File: src/rtl/riscv_pkg.sv
// riscv_pkg: shared control-word layout, datapath word indices and ID/EX state encoding
package riscv_pkg;
  localparam int CTRL_W        = 16;
  localparam int CTRL_W_REG    = 15;
  localparam int CTRL_BRANCH   = 14;
  localparam int CTRL_ALUSRC   = 13;
  localparam int CTRL_PC_SEL   = 12;
  localparam int CTRL_R_DM     = 9;
  localparam int CTRL_ALU_OP   = 4;
  localparam int CTRL_W_DM     = 2;
  localparam int CTRL_REG_DEST = 0;
  localparam int IDX_DATA1     = 0;
  localparam int IDX_DATA2     = 1;
  localparam int IDX_IMM       = 2;
  localparam int IDX_PC        = 3;
  localparam int IDX_PC4       = 4;
  localparam logic [CTRL_W-1:0] CTRL_NOP = '0;
  typedef enum logic [1:0] {ST_EMPTY, ST_FULL, ST_FULL_SKID} pipe_state_e;
  function automatic logic ctrl_writes(input logic [CTRL_W-1:0] c);
    return c[CTRL_W_REG] | (|c[CTRL_W_DM +: 2]);
  endfunction
endpackage

File: src/rtl/pipe_skid_buf.sv
// pipe_skid_buf: payload register with valid bit (clk, rst_n, ld_i loads d_i, vld_d_i next valid, vld_o/q_o held entry)
module pipe_skid_buf #(
  parameter int W = 8
) (
  input  logic         clk,
  input  logic         rst_n,
  input  logic         ld_i,
  input  logic         vld_d_i,
  input  logic [W-1:0] d_i,
  output logic         vld_o,
  output logic [W-1:0] q_o
);
  logic         vld_q;
  logic [W-1:0] data_q;
  always_ff @(posedge clk or negedge rst_n)
    if (!rst_n) begin
      vld_q  <= 1'b0;
      data_q <= '0;
    end else begin
      vld_q <= vld_d_i;
      if (ld_i) data_q <= d_i;
    end
  assign vld_o = vld_q;
  assign q_o   = data_q;
endmodule

File: src/rtl/idex_pipe_reg.sv
// idex_pipe_reg: ID/EX register with valid/ready, flush bubble, optional skid entry and saturating bubble counter
module idex_pipe_reg #(
  parameter int XLEN      = 32,
  parameter int NUM_WORDS = 5,
  parameter int CTRL_W    = riscv_pkg::CTRL_W,
  parameter int SKID      = 1,
  parameter int CNT_W     = 16
) (
  input  logic                      clk,
  input  logic                      rst_n,
  input  logic                      in_valid,
  output logic                      in_ready,
  input  logic [CTRL_W-1:0]         in_ctrl,
  input  logic [NUM_WORDS*XLEN-1:0] in_data,
  input  logic                      flush,
  output logic                      out_valid,
  input  logic                      out_ready,
  output logic [CTRL_W-1:0]         out_ctrl,
  output logic [NUM_WORDS*XLEN-1:0] out_data,
  output logic [CNT_W-1:0]          bubble_cnt
);
  import riscv_pkg::*;
  localparam int DW = NUM_WORDS * XLEN;
  localparam int PW = CTRL_W + DW;
  pipe_state_e     state_q, state_d;
  logic            in_xfer, out_xfer, main_ld, skid_ld, skid_valid;
  logic [PW-1:0]   main_q, main_d, skid_q;
  logic [CNT_W-1:0] cnt_q, cnt_d;
  assign in_ready = (SKID != 0) ? !skid_valid : (!out_valid | out_ready);
  assign in_xfer  = in_valid & in_ready;
  assign out_xfer = out_valid & out_ready;
  always_comb begin
    state_d = flush ? ST_EMPTY :
              state_q == ST_EMPTY ? (in_xfer ? ST_FULL : ST_EMPTY) :
              state_q == ST_FULL  ? (out_xfer ? (in_xfer ? ST_FULL : ST_EMPTY)
                                              : (in_xfer ? ST_FULL_SKID : ST_FULL)) :
              (out_xfer ? ST_FULL : ST_FULL_SKID);
    main_ld = !flush & ((state_q == ST_FULL_SKID) ? out_xfer
                                                  : in_xfer & (state_q == ST_EMPTY | out_xfer));
    skid_ld = !flush & (state_q == ST_FULL) & in_xfer & !out_xfer;
    main_d  = (state_q == ST_FULL_SKID) ? skid_q : {in_ctrl, in_data};
    cnt_d   = (!out_valid && cnt_q != {CNT_W{1'b1}}) ? cnt_q + CNT_W'(1) : cnt_q;
  end
  always_ff @(posedge clk or negedge rst_n)
    if (!rst_n) begin
      state_q <= ST_EMPTY;
      cnt_q   <= '0;
    end else begin
      state_q <= state_d;
      cnt_q   <= cnt_d;
    end
  pipe_skid_buf #(.W(PW)) u_main (
    .clk     (clk),
    .rst_n   (rst_n),
    .ld_i    (main_ld),
    .vld_d_i (state_d != ST_EMPTY),
    .d_i     (main_d),
    .vld_o   (out_valid),
    .q_o     (main_q)
  );
  generate
    if (SKID != 0) begin : g_skid
      pipe_skid_buf #(.W(PW)) u_skid (
        .clk     (clk),
        .rst_n   (rst_n),
        .ld_i    (skid_ld),
        .vld_d_i (state_d == ST_FULL_SKID),
        .d_i     ({in_ctrl, in_data}),
        .vld_o   (skid_valid),
        .q_o     (skid_q)
      );
    end else begin : g_noskid
      assign skid_valid = 1'b0;
      assign skid_q     = '0;
    end
  endgenerate
  assign out_ctrl   = out_valid ? main_q[PW-1 -: CTRL_W] : CTRL_W'(CTRL_NOP);
  assign out_data   = main_q[DW-1:0];
  assign bubble_cnt = cnt_q;
endmodule

File: config.mk
export PLATFORM = sky130hd
export DESIGN_NAME = idex_pipe_reg
export DESIGN_NICKNAME = d
export VERILOG_FILES = /design/src/rtl/riscv_pkg.sv /design/src/rtl/pipe_skid_buf.sv /design/src/rtl/idex_pipe_reg.sv
export SDC_FILE = /design/constraint.sdc
export NUM_CORES = 1
export LEC_CHECK = 0
export BUFFER_PORTS_ARGS = -buffer_cell sky130_fd_sc_hd__buf_2
export CAP_MARGIN = 20
export CORE_MARGIN = 4
export CORE_UTILIZATION = 50
export CTS_CLUSTER_DIAMETER = 100
export DETAILED_ROUTE_END_ITERATION = 8
export PLACE_DENSITY = 0.84
export SYNTH_ARGS = -nofsm -noshare
export SYNTH_HDL_FRONTEND = slang
export SYNTH_HIERARCHICAL = 1
export SYNTH_SLANG_ARGS = --single-unit
File: constraint.sdc
create_clock -name clk -period 3.1 [get_ports clk]
set_input_delay 0.155 -clock clk [delete_from_list [all_inputs] [get_ports clk]]
set_output_delay 0.155 -clock clk [all_outputs]
set_load 0.01 [all_outputs]
==> out/metrics.cfg <==
[synthesis]
netlist_top_cells_area=dfrtp_1 53%, mux2_4 24%, mux2_2 16%
syn-cell-area_um2=17500
synth_area_leader_cell=dfrtp_1
seq_area_frac_synth_pct=53.2
synth.distinct_cells=36
syn_inst=1056
netlist_top_cells_count=372 x dfrtp_1, 280 x mux2_4, 248 x mux2_2
avgSynthCellArea_um2=16.6
yosysMostFrequentCell=dfrtp_1
synthArstFlopShare_pct=100
synth_edf_count=0
netlist.area_leader.share_pct=53.2
yosysWarnings=6
syn_nets=1239
ys_ff_latch=372
synth-main-ff-cell=dfrtp_1

[sta]
max_slew.worst_pin.slew_ns=0.575
clock.fmax_ghz=0.399
slew_headroom_pct=61.7
whs_ns=0.0594
skew_ns=0.0242
finalSetupTns_ns=0
fin_ws_ns=0.591
finalSetupViolCount=0
final_hold_viol_count=0
drv_slew=0
fin_crit_ns=2.51
rsz0062_at_grt=no
min_period_over_period_pct=80.9

[floorplan]
num_rows=68
initial_core_util_pct=50.7
die-area_um2=38100
design.core.area_um2=34500
io_pins=375
die_w_um=195
die_h_um=195

[pwr]
p_per_area_nw_per_um2=842
total_power_mw=19.6
ir_drop_mv=0.587
power_leakage_nw=10.9

[global_route]
grt-ovfl-total=0
antenna_found_initial=2
grt_max_degree=86
grtUsageTotal_pct=23.8
grt_pass1_vias=13000
grt_first_pass_wirelength_um=73300

[clock_network]
cts_sinks=372
ctsHoldBuffers=178
clock_latency_ns=0.54
cts-root-buf=clkbuf_16
cts_tree=yes
cts_resized=0
post-cts-setup-buffers=0
clk_pin_slew_ns=0.06
h-tree-depth=2
cts_inserted_buffers=41
cts_buffer_depth=3

[final_layout]
nets=1808
fin_util_pct=67.3
drive_above_1_share_pct=61.5
area_growth_pct=32.8

[place]
post-dp-hpwl_um=27800
port_buffers=374
gp_congestion=0.805
pre_cts_ws_ns=0.637

[detailed_routing]
wl_per_cell_um=21.8
post-route-drc-count=0
firstDrtPassIters=6
wl_um=46100
vias=11300
dr.first_iter.drc_count=511
ant_nets=0
avgViaCountPerCell=5.34

[worst_setup_path]
critPathKind=reg2reg
critPathMaxFanout=24
critPathLaunchType=register
worstPathRequired_ns=3.51
arrival_ns=2.92
worstSetupEndpointType=register

[run]
cap_violations=0

[run_status]
status=finished clean

[min_path]
hp-class=in2reg

-- stage by stage --
stage,instance area (µm²),std cells
2_1_floorplan,17500,1056
3_3_place_gp,20000,1859
3_5_place_dp,20000,1859
4_1_cts,23200,2108
5_1_grt,23200,2110
6_report,23200,2110
-- state kept, by name, summed over array words and instances (netlist names) --
signal	flops
u_main/q_o	176
g_skid.u_skid/vld_o	1
u_main/vld_o	1
g_skid.u_skid/q_o	176
bubble_cnt	16
state_q	2
-- final cells by class --
| class | instances | area (µm²) |
|---|---|---|
| Antenna cell | 2 | 5.00 |
| Clock buffer | 59 | 1230 |
| Fill cell | 2251 | 11300 |
| Timing Repair Buffer | 591 | 4230 |
| Clock inverter | 12 | 243 |
| Inverter | 3 | 11.3 |
| Sequential cell | 372 | 9310 |
| Tap cell | 455 | 569 |
| Multi-Input combinational cell | 616 | 7650 |
-- layout by cell type, fill, tap and decap left out, types with 3 or more instances in the layout --
cell	synthesis	routed
a21oi_1	3	3
a31oi_1	4	4
and2_1	16	16
and4_1	3	3
buf_12	0	22
buf_2	21	373
buf_4	4	17
bufinv_16	0	7
clkbuf_1	3	7
clkbuf_16	0	43
clkbuf_8	0	9
clkinv_2	0	3
dfrtp_1	372	372
dlygate4sd3_1	0	178
inv_1	3	3
mux2_2	248	248
mux2_4	280	280
nand2_1	11	11
nand3_1	4	4
nand4_1	6	6
nor3b_1	3	3
xnor2_1	8	8
xor2_1	5	5
-- where the power goes --
part | total [mW] | internal (mW) | switching, mW
registers | 8.31 | 6.94 | 1.37
logic | 5.97 | 3.70 | 2.27
clock network | 5.30 | 3.33 | 1.98
total | 19.6 | 14.0 | 5.61
-- metal layers --
metal,vias up,track usage (%),part of all wire (%)
met1,5788,27.6,38
met3,147,4.30,4.7
met2,400,42.4,52
met5,-,0,0
li1,4925,-,-
met4,0,11.6,4.9
-- cell families after synthesis --
| family | after synthesis | synth area share [%] |
|---|---|---|
| multiplexers | 529 | 40.0 |
| flip-flops | 372 | 53.2 |
| buffers and inverters | 68 | 3.21 |
| AND/OR/NAND/NOR | 61 | 2.33 |
| XOR/XNOR | 13 | 0.651 |
| AO/OA/AOI/OAI | 11 | 0.436 |
| adder cells (fa/ha/maj) | 2 | 0.143 |
-- critical path, cell delays in order, from the launching register on --
cell	delay, ns
dfrtp_1	0.45
or3b_2	0.49
a21oi_1	0.16
a31oi_1	0.08
nor2_4	0.33
buf_12	0.27
buf_12	0.23
mux2_4	0.32
-- worst paths after layout --
| kind | slack [ns] | start | end | cells after the start |
|---|---|---|---|---|
| setup / recovery | 0.59 | state_q[1] | u_main/q_o[112] | 7 |
| setup reg to reg | 0.59 | state_q[1] | u_main/q_o[112] | 7 |
| hold / removal | 0.06 | out_ready | state_q[1] | 4 |
| min in group asynchronous | 0.16 | rst_n | g_skid.u_skid/q_o[171] | 2 |
| max in group asynchronous | 2.02 | rst_n | u_main/q_o[40] | 3 |
| hold reg to reg | 0.51 | u_main/q_o[175] | u_main/q_o[175] | 1 |
No activity file was read; power rests on OpenSTA's default activity.
